`src/rtl/imm_encoder_if.sv`:
```
// Valid/ready bundle between the instruction producer, imm_encoder and its consumer.
interface imm_encoder_if #(
    parameter int ERR_W = 8
);
    logic             InValid;
    logic             InReady;
    logic [31:0]      BaseInstr;
    logic [31:0]      ImmIn;
    logic [2:0]       ImmSrc;
    logic             OutValid;
    logic             OutReady;
    logic [31:0]      InstrOut;
    logic             ImmErr;
    logic [ERR_W-1:0] ErrCount;

    modport master (
        output InValid, BaseInstr, ImmIn, ImmSrc, OutReady,
        input  InReady, OutValid, InstrOut, ImmErr, ErrCount
    );
    modport slave (
        input  InValid, BaseInstr, ImmIn, ImmSrc, OutReady,
        output InReady, OutValid, InstrOut, ImmErr, ErrCount
    );
endinterface

```
`src/rtl/imm_encoder.sv`:
```
// Packs a 32-bit immediate into the RISC-V I/S/B/J/U fields of a base instruction.
// Two-stage valid/ready pipeline: S1 captures and range-checks, S2 merges and holds output.
module imm_encoder #(
    parameter int ERR_W = 8
) (
    input logic          clock,
    input logic          reset,
    imm_encoder_if.slave bus
);
    localparam logic [2:0] SRC_I = 3'd0;
    localparam logic [2:0] SRC_S = 3'd1;
    localparam logic [2:0] SRC_B = 3'd2;
    localparam logic [2:0] SRC_J = 3'd3;
    localparam logic [2:0] SRC_U = 3'd4;

    logic             s1_valid_q, s1_valid_d;
    logic [31:0]      s1_base_q, s1_base_d;
    logic [31:0]      s1_imm_q, s1_imm_d;
    logic [2:0]       s1_src_q, s1_src_d;
    logic             s1_err_q, s1_err_d;
    logic             s2_valid_q, s2_valid_d;
    logic [31:0]      instr_q, instr_d;
    logic             err_q, err_d;
    logic [ERR_W-1:0] cnt_q, cnt_d;

    logic        s1_adv, s2_adv;
    logic        in_err;
    logic [31:0] packed_instr;

    assign s2_adv = !s2_valid_q || bus.OutReady;
    assign s1_adv = !s1_valid_q || s2_adv;

    // Representable when every bit above the field's sign bit copies it.
    always_comb begin
        in_err = 1'b0;
        case (bus.ImmSrc)
            SRC_I, SRC_S: in_err = (bus.ImmIn[31:11] != {21{bus.ImmIn[11]}});
            SRC_B:        in_err = bus.ImmIn[0] || (bus.ImmIn[31:12] != {20{bus.ImmIn[12]}});
            SRC_J:        in_err = bus.ImmIn[0] || (bus.ImmIn[31:20] != {12{bus.ImmIn[20]}});
            SRC_U:        in_err = (bus.ImmIn[11:0] != 12'd0);
            default:      in_err = 1'b1;
        endcase
    end

    always_comb begin
        packed_instr = s1_base_q;
        case (s1_src_q)
            SRC_I: packed_instr[31:20] = s1_imm_q[11:0];
            SRC_S: begin
                packed_instr[31:25] = s1_imm_q[11:5];
                packed_instr[11:7]  = s1_imm_q[4:0];
            end
            SRC_B: begin
                packed_instr[31]    = s1_imm_q[12];
                packed_instr[30:25] = s1_imm_q[10:5];
                packed_instr[11:8]  = s1_imm_q[4:1];
                packed_instr[7]     = s1_imm_q[11];
            end
            SRC_J: begin
                packed_instr[31]    = s1_imm_q[20];
                packed_instr[30:21] = s1_imm_q[10:1];
                packed_instr[20]    = s1_imm_q[11];
                packed_instr[19:12] = s1_imm_q[19:12];
            end
            SRC_U:   packed_instr[31:12] = s1_imm_q[31:12];
            default: packed_instr = s1_base_q;
        endcase
    end

    always_comb begin
        // NOTE: every next-state signal gets its hold value first so no path infers a latch.
        s1_valid_d = s1_valid_q;
        s1_base_d  = s1_base_q;
        s1_imm_d   = s1_imm_q;
        s1_src_d   = s1_src_q;
        s1_err_d   = s1_err_q;
        s2_valid_d = s2_valid_q;
        instr_d    = instr_q;
        err_d      = err_q;
        cnt_d      = cnt_q;

        if (s1_adv) begin
            s1_valid_d = bus.InValid;
            if (bus.InValid) begin
                s1_base_d = bus.BaseInstr;
                s1_imm_d  = bus.ImmIn;
                s1_src_d  = bus.ImmSrc;
                s1_err_d  = in_err;
            end
        end

        if (s2_adv) begin
            s2_valid_d = s1_valid_q;
            if (s1_valid_q) begin
                instr_d = packed_instr;
                err_d   = s1_err_q;
                if (s1_err_q && (cnt_q != '1)) begin
                    cnt_d = cnt_q + 1'b1;
                end
            end
        end
    end

    always_ff @(posedge clock) begin
        // NOTE: state uses non-blocking assignment so every register samples pre-edge values.
        if (reset) begin
            s1_valid_q <= 1'b0;
            s2_valid_q <= 1'b0;
            instr_q    <= '0;
            err_q      <= 1'b0;
            cnt_q      <= '0;
        end else begin
            s1_valid_q <= s1_valid_d;
            s2_valid_q <= s2_valid_d;
            instr_q    <= instr_d;
            err_q      <= err_d;
            cnt_q      <= cnt_d;
        end
    end

    // NOTE: S1 payload is qualified by s1_valid_q, so it needs no reset.
    always_ff @(posedge clock) begin
        s1_base_q <= s1_base_d;
        s1_imm_q  <= s1_imm_d;
        s1_src_q  <= s1_src_d;
        s1_err_q  <= s1_err_d;
    end

    assign bus.InReady  = s1_adv;
    assign bus.OutValid = s2_valid_q;
    assign bus.InstrOut = instr_q;
    assign bus.ImmErr   = err_q;
    assign bus.ErrCount = cnt_q;
endmodule

```
`src/flat_wrapper.sv`:
```
// flat-port wrapper written by rule: the top's interface ports become plain ports
module imm_encoder_flat 
#(
    parameter int ERR_W = 8
)
  (clock, reset, bus_InValid, bus_BaseInstr, bus_ImmIn, bus_ImmSrc, bus_OutReady, bus_InReady, bus_OutValid, bus_InstrOut, bus_ImmErr, bus_ErrCount);
  imm_encoder_if #(.ERR_W(ERR_W)) bus_i ();
  input logic clock;
  input logic reset;
  input wire logic [$bits(bus_i.InValid)-1:0] bus_InValid;
  input wire logic [$bits(bus_i.BaseInstr)-1:0] bus_BaseInstr;
  input wire logic [$bits(bus_i.ImmIn)-1:0] bus_ImmIn;
  input wire logic [$bits(bus_i.ImmSrc)-1:0] bus_ImmSrc;
  input wire logic [$bits(bus_i.OutReady)-1:0] bus_OutReady;
  output wire logic [$bits(bus_i.InReady)-1:0] bus_InReady;
  output wire logic [$bits(bus_i.OutValid)-1:0] bus_OutValid;
  output wire logic [$bits(bus_i.InstrOut)-1:0] bus_InstrOut;
  output wire logic [$bits(bus_i.ImmErr)-1:0] bus_ImmErr;
  output wire logic [$bits(bus_i.ErrCount)-1:0] bus_ErrCount;
  assign bus_i.InValid = bus_InValid;
  assign bus_i.BaseInstr = bus_BaseInstr;
  assign bus_i.ImmIn = bus_ImmIn;
  assign bus_i.ImmSrc = bus_ImmSrc;
  assign bus_i.OutReady = bus_OutReady;
  assign bus_InReady = bus_i.InReady;
  assign bus_OutValid = bus_i.OutValid;
  assign bus_InstrOut = bus_i.InstrOut;
  assign bus_ImmErr = bus_i.ImmErr;
  assign bus_ErrCount = bus_i.ErrCount;
  imm_encoder #(.ERR_W(ERR_W)) u_core (.clock(clock), .reset(reset), .bus(bus_i));
endmodule
```
`config.mk`:
```
export PLATFORM = sky130hd
export DESIGN_NAME = imm_encoder_flat
export DESIGN_NICKNAME = d
export VERILOG_FILES = /design/src/rtl/imm_encoder_if.sv /design/src/rtl/imm_encoder.sv /design/src/flat_wrapper.sv
export SDC_FILE = /design/constraint.sdc
export NUM_CORES = 1
export LEC_CHECK = 0
export ABC_AREA = 1
export CAP_MARGIN = 40
export CORE_UTILIZATION = 30
export CTS_CLUSTER_SIZE = 8
export DETAILED_ROUTE_END_ITERATION = 7
export DONT_BUFFER_PORTS = 1
export GPL_TIMING_DRIVEN = 0
export PLACE_DENSITY_LB_ADDON = 0.3
export SLEW_MARGIN = 10
export SYNTH_ARGS = -nofsm -noshare
export SYNTH_HDL_FRONTEND = slang
export SYNTH_SLANG_ARGS = --single-unit
```
`constraint.sdc`:
```
create_clock -name clock -period 2.08 [get_ports clock]
set_input_delay 0.208 -clock clock [delete_from_list [all_inputs] [get_ports clock]]
set_output_delay 0.208 -clock clock [all_outputs]
set_load 0.05 [all_outputs]
```
==> results of run 1 <==
-- worst max-delay path by stage --
| stage | end | slack, ps | cells past startpoint |
|---|---|---|---|
| 2_1_floorplan | u_core.s1_base_q[0] | -130 | 5 |
| 3_3_place_gp | u_core.s1_imm_q[19] | -630 | 5 |
| 3_5_place_dp | u_core.s1_base_q[18] | -170 | 6 |
| 4_1_cts | u_core.s1_base_q[8] | 80 | 6 |
| 5_1_grt | u_core.bus.ErrCount[7] | 170 | 7 |
| 6_report | u_core.bus.ErrCount[7] | 290 | 7 |
-- layer usage --
layer  GRT usage, %  vias up  part of all wire (%)
met1           18.8     1622                    43
met4           5.74        0                   1.5
met3           4.94       10                   6.1
met5              0        -                     0
li1               -     1716                     -
met2           26.8      109                    50
-- sequential cells by signal, indices dropped and copies added, names as in the netlist --
register / flops
u_core.bus.ImmErr: 1
u_core.s1_base_q: 32
u_core.bus.InstrOut: 32
u_core.s1_src_q: 3
u_core.bus.ErrCount: 8
u_core.s1_err_q: 1
u_core.s1_valid_q: 1
u_core.bus.OutValid: 1
u_core.s1_imm_q: 32
-- area by class of cell --
cell class / instances / area, um^2
sequential: 111 / 2910
clock inverter: 6 / 62.6
tap: 184 / 230
timing repair buffer: 69 / 698
timing repair inverter: 1 / 7.51
multi-input combinational: 289 / 1360
inverter: 51 / 195
buffer: 13 / 78.8
clock buffer: 10 / 229
fill: 1405 / 8820
-- what timing repair did --
| item | 4_1_cts | 5_1_grt |
|---|---|---|
| buffers inserted | 0 | 1 |
| setup endpoints to repair | 32 | 37 |
| resized for setup | 1 | 2 |
| hold buffers | 67 | 0 |
| cloned | 1 | 0 |
| endpoints found under the hold margin | 67 | 0 |
-- Yosys cell counts, drive strengths merged --
| master | number |
|---|---|
| nand2 | 109 |
| edfxtp | 68 |
| nor2 | 63 |
| inv | 51 |
| dfxtp | 43 |
| nand3 | 32 |
| o21ai | 24 |
| a21oi | 22 |
| o211ai | 13 |
| buf | 9 |
| nand4 | 8 |
| a31oi | 6 |
| clkbuf | 4 |
| nor3 | 4 |
| xor2 | 3 |
| xnor2 | 2 |
| a41oi | 1 |
| ha | 1 |
| o22ai | 1 |
-- report_power, final --
group | internal [mW] | switching (mW)
clock network | 0.846 | 0.836
registers | 2.47 | 0.246
logic | 0.182 | 0.230
total | 3.50 | 1.31
-- stage by stage --
step | total power, mW | std cells | setup TNS (ps) | cell area (um^2) | hold WS (ps)
floorplan | 2.97 | 464 | -8550 | 4540 | 307
global placement | 3.06 | 648 | -42750 | 4770 | 307
detailed placement | 3.08 | 649 | -5480 | 4790 | 307
CTS | 4.87 | 733 | 0 | 5760 | 1.67
global route | 5.01 | 734 | 0 | 5770 | 14.2
finish | 4.81 | 734 | 0 | 5770 | 18.9
-- critical path: cells and delay by family (launching register included) --
kind            cells  cell delay (ps)
flops               1              720
simple gates        5              780
buf+inv             1              100
compound gates      1               60
-- cell families after synthesis --
group,Yosys count
AND/OR/NAND/NOR,216
AO/OA/AOI/OAI,67
XOR/XNOR,5
flip-flops,111
buffers and inverters,64
adder cells (fa/ha/maj),1
==> results.yml, run 1 <==
cts:
  tritoncts: "built"
  numCtsBuffers: 9
  cts_root_buffer: "clkbuf_16"
  cts.clk_slew.worst_paths_ps: 70
  clock_path_buffers: 2
  worstSkewPairLatency_ps: 350
  cts.sinks: 111
  htreeDepth: 3
setup_path:
  start_kind: "register"
  r2r-end: "u_core.bus.ErrCount[7]"
  crit-reg2reg-launch: "u_core.bus.ErrCount[3]"
  critical_path_class: "register to register"
  regToRegSetupSlack_ps: 290
  worst-path-max-fanout: 10
  cpPeakStageDelay_ps: 720
  crit_slowest_cell: "dfxtp_1"
  crit_top_cell: "nand2_1"
  cp_data_required_time_ps: 2290
  crit_chain: "nand2_1 -> nor2_2 -> nand3_1 -> nand2_2 -> inv_2 -> nand2_1 -> a21oi_1"
  reg2reg_depth: 7
  end_kind: "register"
  cp-startpoint: "u_core.bus.ErrCount[3]"
  critPathArrivalTime_ps: 2010
flow_run:
  maxCapViolCount: 0
timing:
  rsz0062_at_grt: "no"
  setup_slack_ps: 286
  tightest_slew_ps: 640
  final-setup-viol-count: 0
  relSlewSlack_pct: 57.3
  hold_viol_final: 0
  fin_crit_sh_pct: 86.2
  max_freq_mhz: 558
  slew_violations: 0
  period_needed_ps: 1790
  finalClockSkew_ps: 11.9
die:
  die_h_um: 125
  dieArea_um2: 15500
  die_w_um: 125
  core_area_um2: 14600
  rows: 44
  initial_core_util_pct: 30.9
  ios: 114
finish:
  final_cell_mix: "nand2_1 (105), edfxtp_1 (68), dlygate4sd3_1 (67)"
  utilization_pct: 39.6
  final_layout_size_suffix_gt1_share_pct: 7.82
  final_common_cell: "nand2_1"
  diodes: 0
  nNetsFinal: 617
  syn_to_final_growth_pct: 27.9
yosys:
  synth_top_family_by_area: "simple AND/OR/NAND/NOR gates"
  synth_largest_area_cell: "edfxtp_1"
  yosys.area_share.simple_pct: 20.0
  synth_cell_types: 26
  synth-xor-area-share_pct: 0.971
  synthCells: 464
  synthMuxAreaShare_pct: 0
  ys_top_cells_by_area: "edfxtp_1 (45%), dfxtp_1 (19%), nand2_1 (8.9%)"
  yosys_warnings: 0
  synth_compound_area_share_pct: 8.43
  synth.ff_latch_count: 111
  ys_seq_area_share_pct: 64.4
  syn_nets: 536
  syn-mean-instance-area_um2: 9.72
  synth-adder-area-share_pct: 0.277
  synth_area_um2: 4510
  yosysTopAreaCellShare_pct: 45.3
place:
  hpwl_um: 8460
  portBuffers: 0
  place.gp.congestion: 0.790
  place_worst_setup_slack_ps: -174
grt:
  overflow: 0
  grt_pass1_vias: 3578
  track_usage_pct: 15.8
  antenna_found_initial: 0
  grt_pass1_wl_um: 18900
  grt_max_degree: 33
outcome:
  status: "finished clean"
worst_hold_path:
  min_from: "reset"
  min-delay-path-class: "input pin to register"
  hold-path-cell-count: 3
  whs_endpoint: "u_core.bus.InstrOut[21]"
power:
  p_per_area_nw_per_um2: 834
  p_leak_nw: 2.34
  vdd_ir_drop_max_mv: 0.369
detailed_routing:
  wl_per_cell_um: 16.3
  totalWireLength_um: 12000
  drt_iter0_markers: 157
  num_vias: 3457
  drtPass1Iterations: 4
  drc_errors: 0
  via_per_inst: 4.71
  detail-route-antenna-nets: 0
(Power assumes the default switching activity.)
==> run 2: changes to the inputs <==
PLACE_DENSITY = 0.44   (was default)
PLACE_DENSITY_LB_ADDON = default   (was 0.3)
==> results.yml, run 2 (same netlist as run 1, synthesis figures left out) <==
setup_path:
  worst-path-max-fanout: 10
  crit_slowest_cell: "dfxtp_1"
  critPathArrivalTime_ps: 2200
  regToRegSetupSlack_ps: 130
  crit_chain: "ha_1 -> nand3_1 -> nor2_2 -> nand3_1 -> nand2_2 -> inv_2 -> nor2_1 -> nor2_1"
  cp-startpoint: "u_core.bus.ErrCount[1]"
  crit-reg2reg-launch: "u_core.bus.ErrCount[1]"
  start_kind: "register"
  cpPeakStageDelay_ps: 690
  cp_data_required_time_ps: 2330
  r2r-end: "u_core.bus.ErrCount[1]"
  end_kind: "register"
  critical_path_class: "register to register"
  reg2reg_depth: 8
outcome:
  status: "finished clean"
finish:
  diodes: 0
  utilization_pct: 39.6
  final_cell_mix: "nand2_1 (105), dlygate4sd3_1 (68), edfxtp_1 (68)"
  final_layout_size_suffix_gt1_share_pct: 7.27
  final_common_cell: "nand2_1"
  nNetsFinal: 617
  syn_to_final_growth_pct: 28.0
timing:
  hold_viol_final: 0
  tightest_slew_ps: 658
  finalClockSkew_ps: 11.7
  relSlewSlack_pct: 56.0
  fin_crit_sh_pct: 93.7
  max_freq_mhz: 513
  period_needed_ps: 1950
  final-setup-viol-count: 0
  rsz0062_at_grt: "no"
  whs_ps: 17.5
  slew_violations: 0
cts:
  numCtsBuffers: 9
  ctsResizeCount: 0
  cts_root_buffer: "clkbuf_16"
  clock_path_buffers: 2
  ctsHoldBuffers: 68
  worstSkewPairLatency_ps: 360
  htreeDepth: 3
  post-cts-setup-buffers: 0
  cts.sinks: 111
  cts.clk_slew.worst_paths_ps: 70
  tritoncts: "built"
die:
  dieArea_um2: 15500
  rows: 44
  core_area_um2: 14600
  initial_core_util_pct: 30.9
  die_h_um: 125
  die_w_um: 125
  ios: 114
detailed_routing:
  wl_per_cell_um: 16.2
  totalWireLength_um: 11900
  drc_errors: 0
  num_vias: 3412
  detail-route-antenna-nets: 0
  via_per_inst: 4.65
  drtPass1Iterations: 4
  drt_iter0_markers: 214
place:
  hpwl_um: 8360
  portBuffers: 0
  place.gp.congestion: 0.804
grt:
  grt_max_degree: 37
  grt_pass1_wl_um: 19300
  antenna_found_initial: 0
  grt_pass1_vias: 3550
  overflow: 0
  track_usage_pct: 16.2
power:
  p_per_area_nw_per_um2: 831
  p_leak_nw: 2.35
  vdd_ir_drop_max_mv: 0.410
worst_hold_path:
  whs_endpoint: "u_core.s1_valid_q"
  min-delay-path-class: "input pin to register"
  min_from: "bus_InValid"
  hold-path-cell-count: 2
flow_run:
  maxCapViolCount: 0
-- run 2: cell count changes in the layout (fill, tap and decap cells not counted), sizes merged --
cell / change
clkbuf: -1
dlygate4sd3: +1
inv: -1
clkinv: +2
clkinvlp: -1
-- run 2: per-layer routing --
metal	GRT usage, %	vias up	part of all wire [%]
li1	-	1722	-
met5	0	-	0
met4	8.01	0	2.1
met2	25.8	99	47
met3	4.42	14	6.2
met1	20.2	1577	44
-- run 2: report_power, final --
part           switching [mW]  internal [mW]  leakage [nW]  total (mW)
logic                   0.226          0.186          1.19       0.412
clock network           0.839          0.827         0.138        1.67
registers               0.245           2.47          1.02        2.72
total                    1.31           3.49          2.35        4.80
-- run 2: worst max-delay path: cells and delay by family, from the launching register on --
family,cells,cell delay [ps]
AND/OR/NAND/NOR,6,740
flip-flops,1,690
adder cells (fa/ha/maj),1,320
buffers and inverters,1,100
-- run 2: area by class of cell --
class	instances	area, um^2
tap	184	230
multi-input combinational	289	1360
clock inverter	7	56.3
timing repair buffer	70	721
sequential	111	2910
fill	1436	8820
buffer	13	78.8
inverter	51	195
clock buffer	9	225
-- run 2: per-stage QoR --
step	TNS, ps	area, um^2	worst slack [ps]	power (mW)	cells
finish	0	5770	131	4.80	734
global route	0	5770	11.8	5.00	734
CTS	0	5770	103	4.86	734
detailed placement	0	4810	113	3.08	650
global placement	-48360	4770	-717	3.07	648
floorplan	-8550	4540	-126	2.97	464
-- run 2: worst max-delay path by stage --
stage	to	slack (ps)	cells after the start
floorplan	u_core.s1_base_q[0]	-130	5
global placement	u_core.s1_base_q[17]	-720	5
detailed placement	u_core.bus.ErrCount[1]	110	8
CTS	u_core.bus.ErrCount[1]	100	8
global route	u_core.bus.ErrCount[3]	10	8
finish	u_core.bus.ErrCount[1]	130	8
